### config.mk
export PLATFORM = sky130hd
export DESIGN_NAME = branch_fwd_ctrl
export DESIGN_NICKNAME = d
export VERILOG_FILES = /design/src/rtl/branch_fwd_pkg.sv /design/src/rtl/branch_shadow_pipe.sv /design/src/rtl/branch_fwd_ctrl.sv
export SDC_FILE = /design/constraint.sdc
export NUM_CORES = 1
export LEC_CHECK = 0
export ABC_AREA = 1
export CORE_ASPECT_RATIO = 1.75
export CORE_MARGIN = 5
export CORE_UTILIZATION = 30
export DETAILED_ROUTE_END_ITERATION = 6
export RECOVER_POWER = 50
export SKIP_CTS_REPAIR_TIMING = 1
export SKIP_LAST_GASP = 1
export SLEW_MARGIN = 30
export SYNTH_ARGS = -nofsm -noshare
export SYNTH_HDL_FRONTEND = slang
export SYNTH_HIERARCHICAL = 1
export SYNTH_SLANG_ARGS = --single-unit
### constraint.sdc
create_clock -name clk -period 3.9 [get_ports clk]
set_input_delay 0.78 -clock clk [delete_from_list [all_inputs] [get_ports clk]]
set_output_delay 0.78 -clock clk [all_outputs]
set_load 0.03 [all_outputs]
### src/rtl/branch_fwd_pkg.sv
// Shared types and constants for the ID-stage branch operand forwarding control.
// Used by branch_fwd_ctrl and branch_shadow_pipe.
package branch_fwd_pkg;

   localparam int REG_ADDR_W_DEF = 5;

   localparam logic [1:0] FWD_NONE = 2'b00;
   localparam logic [1:0] FWD_RS1  = 2'b01;
   localparam logic [1:0] FWD_RS2  = 2'b10;

   localparam logic [REG_ADDR_W_DEF-1:0] REG_ZERO = '0;

   // Destination info for one pipeline stage: index, writes-rd, is-load.
   typedef struct packed {
      logic [REG_ADDR_W_DEF-1:0] rd;
      logic                      wr;
      logic                      ld;
   } shadow_t;

   localparam shadow_t SHADOW_BUBBLE = '{rd: REG_ZERO, wr: 1'b0, ld: 1'b0};

endpackage

### src/rtl/branch_shadow_pipe.sv
// Two-stage shadow of destination info for the EX and MEM stages.
// A bubble enters EX whenever ID does not advance.
module branch_shadow_pipe
   import branch_fwd_pkg::*;
(
   input  logic    clk,
   input  logic    rst_n,
   input  logic    load_en,
   input  shadow_t id_info,
   output shadow_t ex_q,
   output shadow_t mem_q
);

   always_ff @(posedge clk or negedge rst_n) begin
      if (!rst_n) begin
         ex_q  <= SHADOW_BUBBLE;
         mem_q <= SHADOW_BUBBLE;
      end else begin
         mem_q <= ex_q;
         ex_q  <= load_en ? id_info : SHADOW_BUBBLE;
      end
   end

endmodule

### src/rtl/branch_fwd_ctrl.sv
// Branch operand forward/stall/flush control for the ID-stage comparator.
// Optional perf counters enabled by defining BRANCH_FWD_PERF_EN.
module branch_fwd_ctrl
   import branch_fwd_pkg::*;
#(
   parameter int REG_ADDR_W = REG_ADDR_W_DEF,
   parameter int PERF_CNT_W = 32
) (
   input  logic                  clk,
   input  logic                  rst_n,
   input  logic                  id_valid,
   input  logic                  id_is_branch,
   input  logic [REG_ADDR_W-1:0] id_rs1,
   input  logic [REG_ADDR_W-1:0] id_rs2,
   input  logic [REG_ADDR_W-1:0] id_rd,
   input  logic                  id_reg_write,
   input  logic                  id_mem_read,
   input  logic                  branch_taken,
   output logic [1:0]            fwd_sel,
   output logic                  stall,
   output logic                  flush_if
`ifdef BRANCH_FWD_PERF_EN
   ,
   output logic [PERF_CNT_W-1:0] perf_stall_cnt,
   output logic [PERF_CNT_W-1:0] perf_fwd_cnt
`endif
);

   shadow_t id_info;
   shadow_t ex_q;
   shadow_t mem_q;
   logic    is_branch;
   logic    hit_ex1, hit_ex2, hit_mem1, hit_mem2;

   always_comb begin
      id_info = '{rd: id_rd, wr: id_reg_write, ld: id_mem_read};
   end

   branch_shadow_pipe u_shadow (
      .clk     (clk),
      .rst_n   (rst_n),
      .load_en (id_valid && !stall),
      .id_info (id_info),
      .ex_q    (ex_q),
      .mem_q   (mem_q)
   );

   assign is_branch = id_valid && id_is_branch;

   assign hit_ex1  = ex_q.wr  && (ex_q.rd  == id_rs1) && (id_rs1 != REG_ZERO);
   assign hit_ex2  = ex_q.wr  && (ex_q.rd  == id_rs2) && (id_rs2 != REG_ZERO);
   assign hit_mem1 = mem_q.wr && (mem_q.rd == id_rs1) && (id_rs1 != REG_ZERO);
   assign hit_mem2 = mem_q.wr && (mem_q.rd == id_rs2) && (id_rs2 != REG_ZERO);

   // Only one forward path exists, and it is taken from MEM's ALU result.
   always_comb begin
      stall   = 1'b0;
      fwd_sel = FWD_NONE;
      if (is_branch) begin
         if (hit_ex1 || hit_ex2) begin
            stall = 1'b1;
         end else if ((hit_mem1 || hit_mem2) && mem_q.ld) begin
            stall = 1'b1;
         end else if (hit_mem1 && hit_mem2) begin
            stall = 1'b1;
         end else if (hit_mem1) begin
            fwd_sel = FWD_RS1;
         end else if (hit_mem2) begin
            fwd_sel = FWD_RS2;
         end
      end
   end

   assign flush_if = is_branch && !stall && branch_taken;

   // EX load-ness only matters once the entry has moved into MEM.
   logic unused_ex_ld;
   assign unused_ex_ld = ex_q.ld;

`ifdef BRANCH_FWD_PERF_EN
   always_ff @(posedge clk or negedge rst_n) begin
      if (!rst_n) begin
         perf_stall_cnt <= '0;
         perf_fwd_cnt   <= '0;
      end else begin
         if (stall && (perf_stall_cnt != '1)) begin
            perf_stall_cnt <= perf_stall_cnt + PERF_CNT_W'(1);
         end
         if ((fwd_sel != FWD_NONE) && (perf_fwd_cnt != '1)) begin
            perf_fwd_cnt <= perf_fwd_cnt + PERF_CNT_W'(1);
         end
      end
   end
`else
   logic unused_perf_w;
   assign unused_perf_w = (PERF_CNT_W > 0);
`endif

endmodule

### Word level (Yosys, flattened, before mapping)

Index checks and enable logic that the tools add are counted.
W data, S select, Z words.

* register bits: 14
* bits of input ports: 22
* output and inout port bits: 4
* word-level logic and storage cells: 40

* equality and inequality tests: 4
* mux-type cells: 11
* reductions and logical operators: 19

Operators by type and width (count)
* $eq A5 B5 Y1: 4
* $logic_and A1 B1 Y1: 14
* $mux W2: 6
* $reduce_bool A5 Y1: 2
* $mux W7: 1
* $mux W1: 4
* $logic_or A1 B1 Y1: 2
* $logic_not A1 Y1: 1

### Longest topological paths before layout

Gate-level depths: netlist of the first run.

* word-level depth: 11
* mapped depth: 13
* gate-level depth less buffers: 13

### By module

The synthesis of the first run kept the hierarchy.

By module, submodules not included
* branch_fwd_ctrl: instances 1, cells each 97, area an instance 459.2 um^2, seq. area each 0.0 um^2
* branch_shadow_pipe: instances 1, cells each 28, area an instance 402.9 um^2, seq. area each 350.3 um^2

### Least setup slack after synthesis of the first run

OpenSTA, ideal clock, no wires.

* path type: input port to output port
* start point: input port id_rs2[0]
* end point: output port fwd_sel[0]
* arrival: 1.955 ns
* data required time: 3.120 ns
* setup slack: 1.165 ns
* stages on the path: 9
* path buffers: 0
* path through: nor2_1 nand2_1 nor2_1 nor2_1 nand2_1 nand2_1 nand2_1 nand2_1 nor3_1

* longest elaborated chain between the ends: 8
* elaborated cells between the ends (all ways): 15
* classes of those cells: eq/ne (2); mux (4); reduce/logical (9)

RTL lines
* start, declared: RTL line branch_fwd_ctrl.sv:14 `input logic [REG_ADDR_W-1:0] id_rs2,`
* $eq A5 B5 Y1: RTL line branch_fwd_ctrl.sv:53 `assign hit_mem2 = mem_q.wr && (mem_q.rd == id_rs2) && (id_rs2 != REG_ZERO);`
* $logic_and A1 B1 Y1 (2 in a row): RTL line branch_fwd_ctrl.sv:53
* $logic_and A1 B1 Y1 / $logic_or A1 B1 Y1 (equally long branches): RTL line branch_fwd_ctrl.sv:64, branch_fwd_ctrl.sv:62
* $mux W2 / $logic_and A1 B1 Y1 (equally long branches): RTL line branch_fwd_ctrl.sv:64, branch_fwd_ctrl.sv:62
* $mux W2: RTL line branch_fwd_ctrl.sv:62 `end else if ((hit_mem1 || hit_mem2) && mem_q.ld) begin`
* $mux W2 (*): RTL line branch_fwd_ctrl.sv:60 `if (hit_ex1 || hit_ex2) begin`
* $mux W2 (*): RTL line branch_fwd_ctrl.sv:59 `if (is_branch) begin`
* end, declared: RTL line branch_fwd_ctrl.sv:19 `output logic [1:0] fwd_sel,`

Mark *: on every way between the ends. The rest lies on a longest branch, timed or not.

### Worst setup path in the final report of the first run

* start point: input port id_rs2[0]
* end point: output port fwd_sel[1]

* longest elaborated chain between the ends: 9
* elaborated cells between the ends (all ways): 17
* classes of those cells: eq/ne (2); mux (6); reduce/logical (9)

RTL lines
* $eq A5 B5 Y1: RTL line branch_fwd_ctrl.sv:53
* $logic_and A1 B1 Y1 (2 in a row): RTL line branch_fwd_ctrl.sv:53
* $mux W2: RTL line branch_fwd_ctrl.sv:68 `end else if (hit_mem2) begin`
* $mux W2: RTL line branch_fwd_ctrl.sv:66 `end else if (hit_mem1) begin`
* $mux W2: RTL line branch_fwd_ctrl.sv:64 `end else if (hit_mem1 && hit_mem2) begin`
* $mux W2: RTL line branch_fwd_ctrl.sv:62
* $mux W2 (*): RTL line branch_fwd_ctrl.sv:60
* $mux W2 (*): RTL line branch_fwd_ctrl.sv:59

Marked as above.

==> summary.txt, run 1 <==
Outcome
  • Status: finished clean

Yosys
  • Share of the synthesized area in the top cell type: 40.6%
  • Number of synthesized flops with an enable pin: 0
  • Commonest cells post-synth: nand2_1 (43), inv_1 (25), dfrtp_1 (14)
  • Synth top area cells: dfrtp_1 (41%), nand2_1 (19%), inv_1 (11%)
  • Synth Flop Type: dfrtp_1
  • Syn. warnings: 6
  • Unique masters post-synth: 15
  • Syn Inst Count: 125
  • Dominant cell type by area after synthesis: dfrtp_1
  • Netlist Area Pre-Place: 862 sq um
  • Number of synthesized register bits: 14
  • Asr flop ratio synth: 100%
  • Synthesized area per cell: 6.90 sq um
  • Most frequent cell after synthesis: nand2_1
  • Seq/Total Area, Yosys: 40.6%
  • Post-Syn Nets: 147

Drt
  • Wire length per cell: 9.35 um
  • Via Count: 795
  • DRC Markers: 0
  • Antenna-violating nets left: 0
  • Drt pass-1 iters: 2
  • WL final: 1690 um
  • DRT iter0 DRCs: 6
  • Vias/cell: 4.39

Power
  • Leakage power: 0.000652 uW
  • Maximum vdd ir drop: 217 uV
  • Pwr dens: 300 nW/um^2
  • Total power: 361 uW

STA
  • Skew final: 0.00282 ns
  • F_max: 0.285 GHz
  • Headroom to the max-slew limit: 59.6%
  • Final period util: 90.1%
  • Fin Hold WS: 0.346 ns
  • Sum Neg Setup Slack: 0 ns
  • RSZ-0062 raised after global routing: no
  • Final setup vio count: 0
  • Worst slew pin tran: 0.604 ns
  • Final critical-path required period: 3.51 ns
  • Endpoints failing hold: 0
  • Final max-slew violation count: 0

Clocking
  • TritonCTS buffer count: 3
  • CTS Buffer Depth: 2
  • CTS tree: yes
  • Htree depth: 1
  • CTS sink cnt: 14
  • Clk slew on worst S/H paths: 0.05 ns
  • CTS root buf: clkbuf_8
  • Clock Latency Late Sink: 0.23 ns

Die
  • Initial core utilization: 31.7%
  • Die area: 4090 sq um
  • Die Wd: 50.5 um
  • Cell Rows: 25
  • Io pins: 26
  • Core footprint: 2720 sq um
  • Die height: 80.9 um

Worst setup path
  • Critical setup path kind: input port to primary output
  • CP max FO: 3
  • Worst endpoint required time: 3.12 ns
  • WP data arrival: 2.73 ns
  • FF-to-FF setup slack: 2.27 ns
  • CP endpoint kind: primary output
  • Critical Path Source Type: input port

Worst hold path
  • Hold Crit Class: flop to flop

Global route
  • Grt total ovfl: 0
  • Total GRT Usage: 8.90%
  • Initial antenna violation count: 0
  • Largest net degree at the start of global routing: 15
  • Vias in the first global route: 787
  • First-pass GRT wire length: 2910 um

Layout
  • # fillers: 277
  • Post-layout nets: 177
  • Antenna Cells: 0
  • Design area: 1200 sq um
  • Area Overhead vs Synth: 39.3%
  • Layout cells sized above 1: 9.09%
  • Multi-input logic area: 407 sq um
  • Register area: 350 sq um

Flow run
  • Max-cap violation count: 0

Placement
  • Dpl cell area: 1150 sq um
  • Gp weighted congestion: 0.858
  • PortBufs: 25
  • DPL Wire Length: 1550 um
## worst max-delay path, stage by stage
cell	delay, ns
clkdlybuf4s50_1	0.54
nor2_1	0.07
nand2_1	0.06
nor2_1	0.04
inv_1	0.04
nand2_1	0.05
nor2_1	0.19
inv_1	0.09
nor3_1	0.18
clkdlybuf4s50_1	0.70
## cells by family after synthesis
| group | Yosys count | share of synthesized area (%) |
|---|---|---|
| buf+inv | 28 | 12.2 |
| simple gates | 67 | 32.4 |
| compound gates | 4 | 2.61 |
| flops | 14 | 40.6 |
| xor+xnor | 12 | 12.2 |
## final cells by class
cell class,count,area share (%)
inverter,28,8.75
tap,27,2.81
clock buffer,4,4.58
sequential,14,29.2
timing repair buffer,25,20.8
multi-input combinational,83,33.9
## flip-flops by register name, indices dropped and copies added, names as in the netlist
name and count:
u_shadow/mem_q 7, u_shadow/ex_q 7
## cells in the final DEF (no fill, tap or decap), types with 4 or more instances in the layout
cell | Yosys | layout
clkbuf_8 | 0 | 4
nand2_1 | 43 | 43
clkdlybuf4s50_1 | 0 | 24
xnor2_1 | 7 | 7
dfrtp_1 | 14 | 14
inv_1 | 25 | 25
xor2_1 | 5 | 5
nor2_1 | 12 | 12
## final timing paths
path / from / cells after the start / endpoint
setup / recovery: id_rs2[0] / 10 / fwd_sel[1]
hold / removal: u_shadow/ex_q[0]$_DFF_PN0_ / 0 / u_shadow/mem_q[0]$_DFF_PN0_
setup reg to reg: u_shadow/mem_q[5]$_DFF_PN0_ / 13 / u_shadow/ex_q[3]$_DFF_PN0_
hold reg to reg: u_shadow/ex_q[0]$_DFF_PN0_ / 0 / u_shadow/mem_q[0]$_DFF_PN0_
max in group asynchronous: rst_n / 1 / u_shadow/mem_q[4]$_DFF_PN0_
min in group asynchronous: rst_n / 1 / u_shadow/mem_q[2]$_DFF_PN0_
## power by group
group          switching [uW]  internal (uW)  total [uW]
clock network            43.6           89.0         133
logic                    32.1           36.5        68.6
registers                6.37            153         160
## per-layer routing
metal | track usage (%) | vias to the layer above | share of wire [%]
li1 | - | 418 | -
met1 | 8.60 | 359 | 35
met2 | 17.5 | 14 | 58
met5 | 0 | - | 0
met3 | 1.10 | 4 | 4.5
met4 | 4.35 | 0 | 2.4
## per-stage QoR
| step | setup WS, ns | cells | util [%] |
|---|---|---|---|
| 4_1_cts | 0.346 | 181 | 44.1 |
| 3_3_place_gp | 0.347 | 177 | 42.1 |
| 2_1_floorplan | 1.17 | 125 | - |
| 3_5_place_dp | 0.349 | 177 | 42.1 |
| 6_report | 0.387 | 181 | 44.1 |
| 5_1_grt | 0.181 | 181 | 44.1 |
No activity file was read; power rests on OpenSTA's default activity.
==> run 2: changes to the inputs <==
- SLEW_MARGIN: 30 -> 20
==> results of run 2 <==
Final layout, timing and power as in run 1 (identical DEF).
==> run 3: changes to the inputs <==
- CTS_CLUSTER_SIZE: default -> 16
==> results of run 3 <==
Final layout, timing and power as in run 1 (identical DEF).
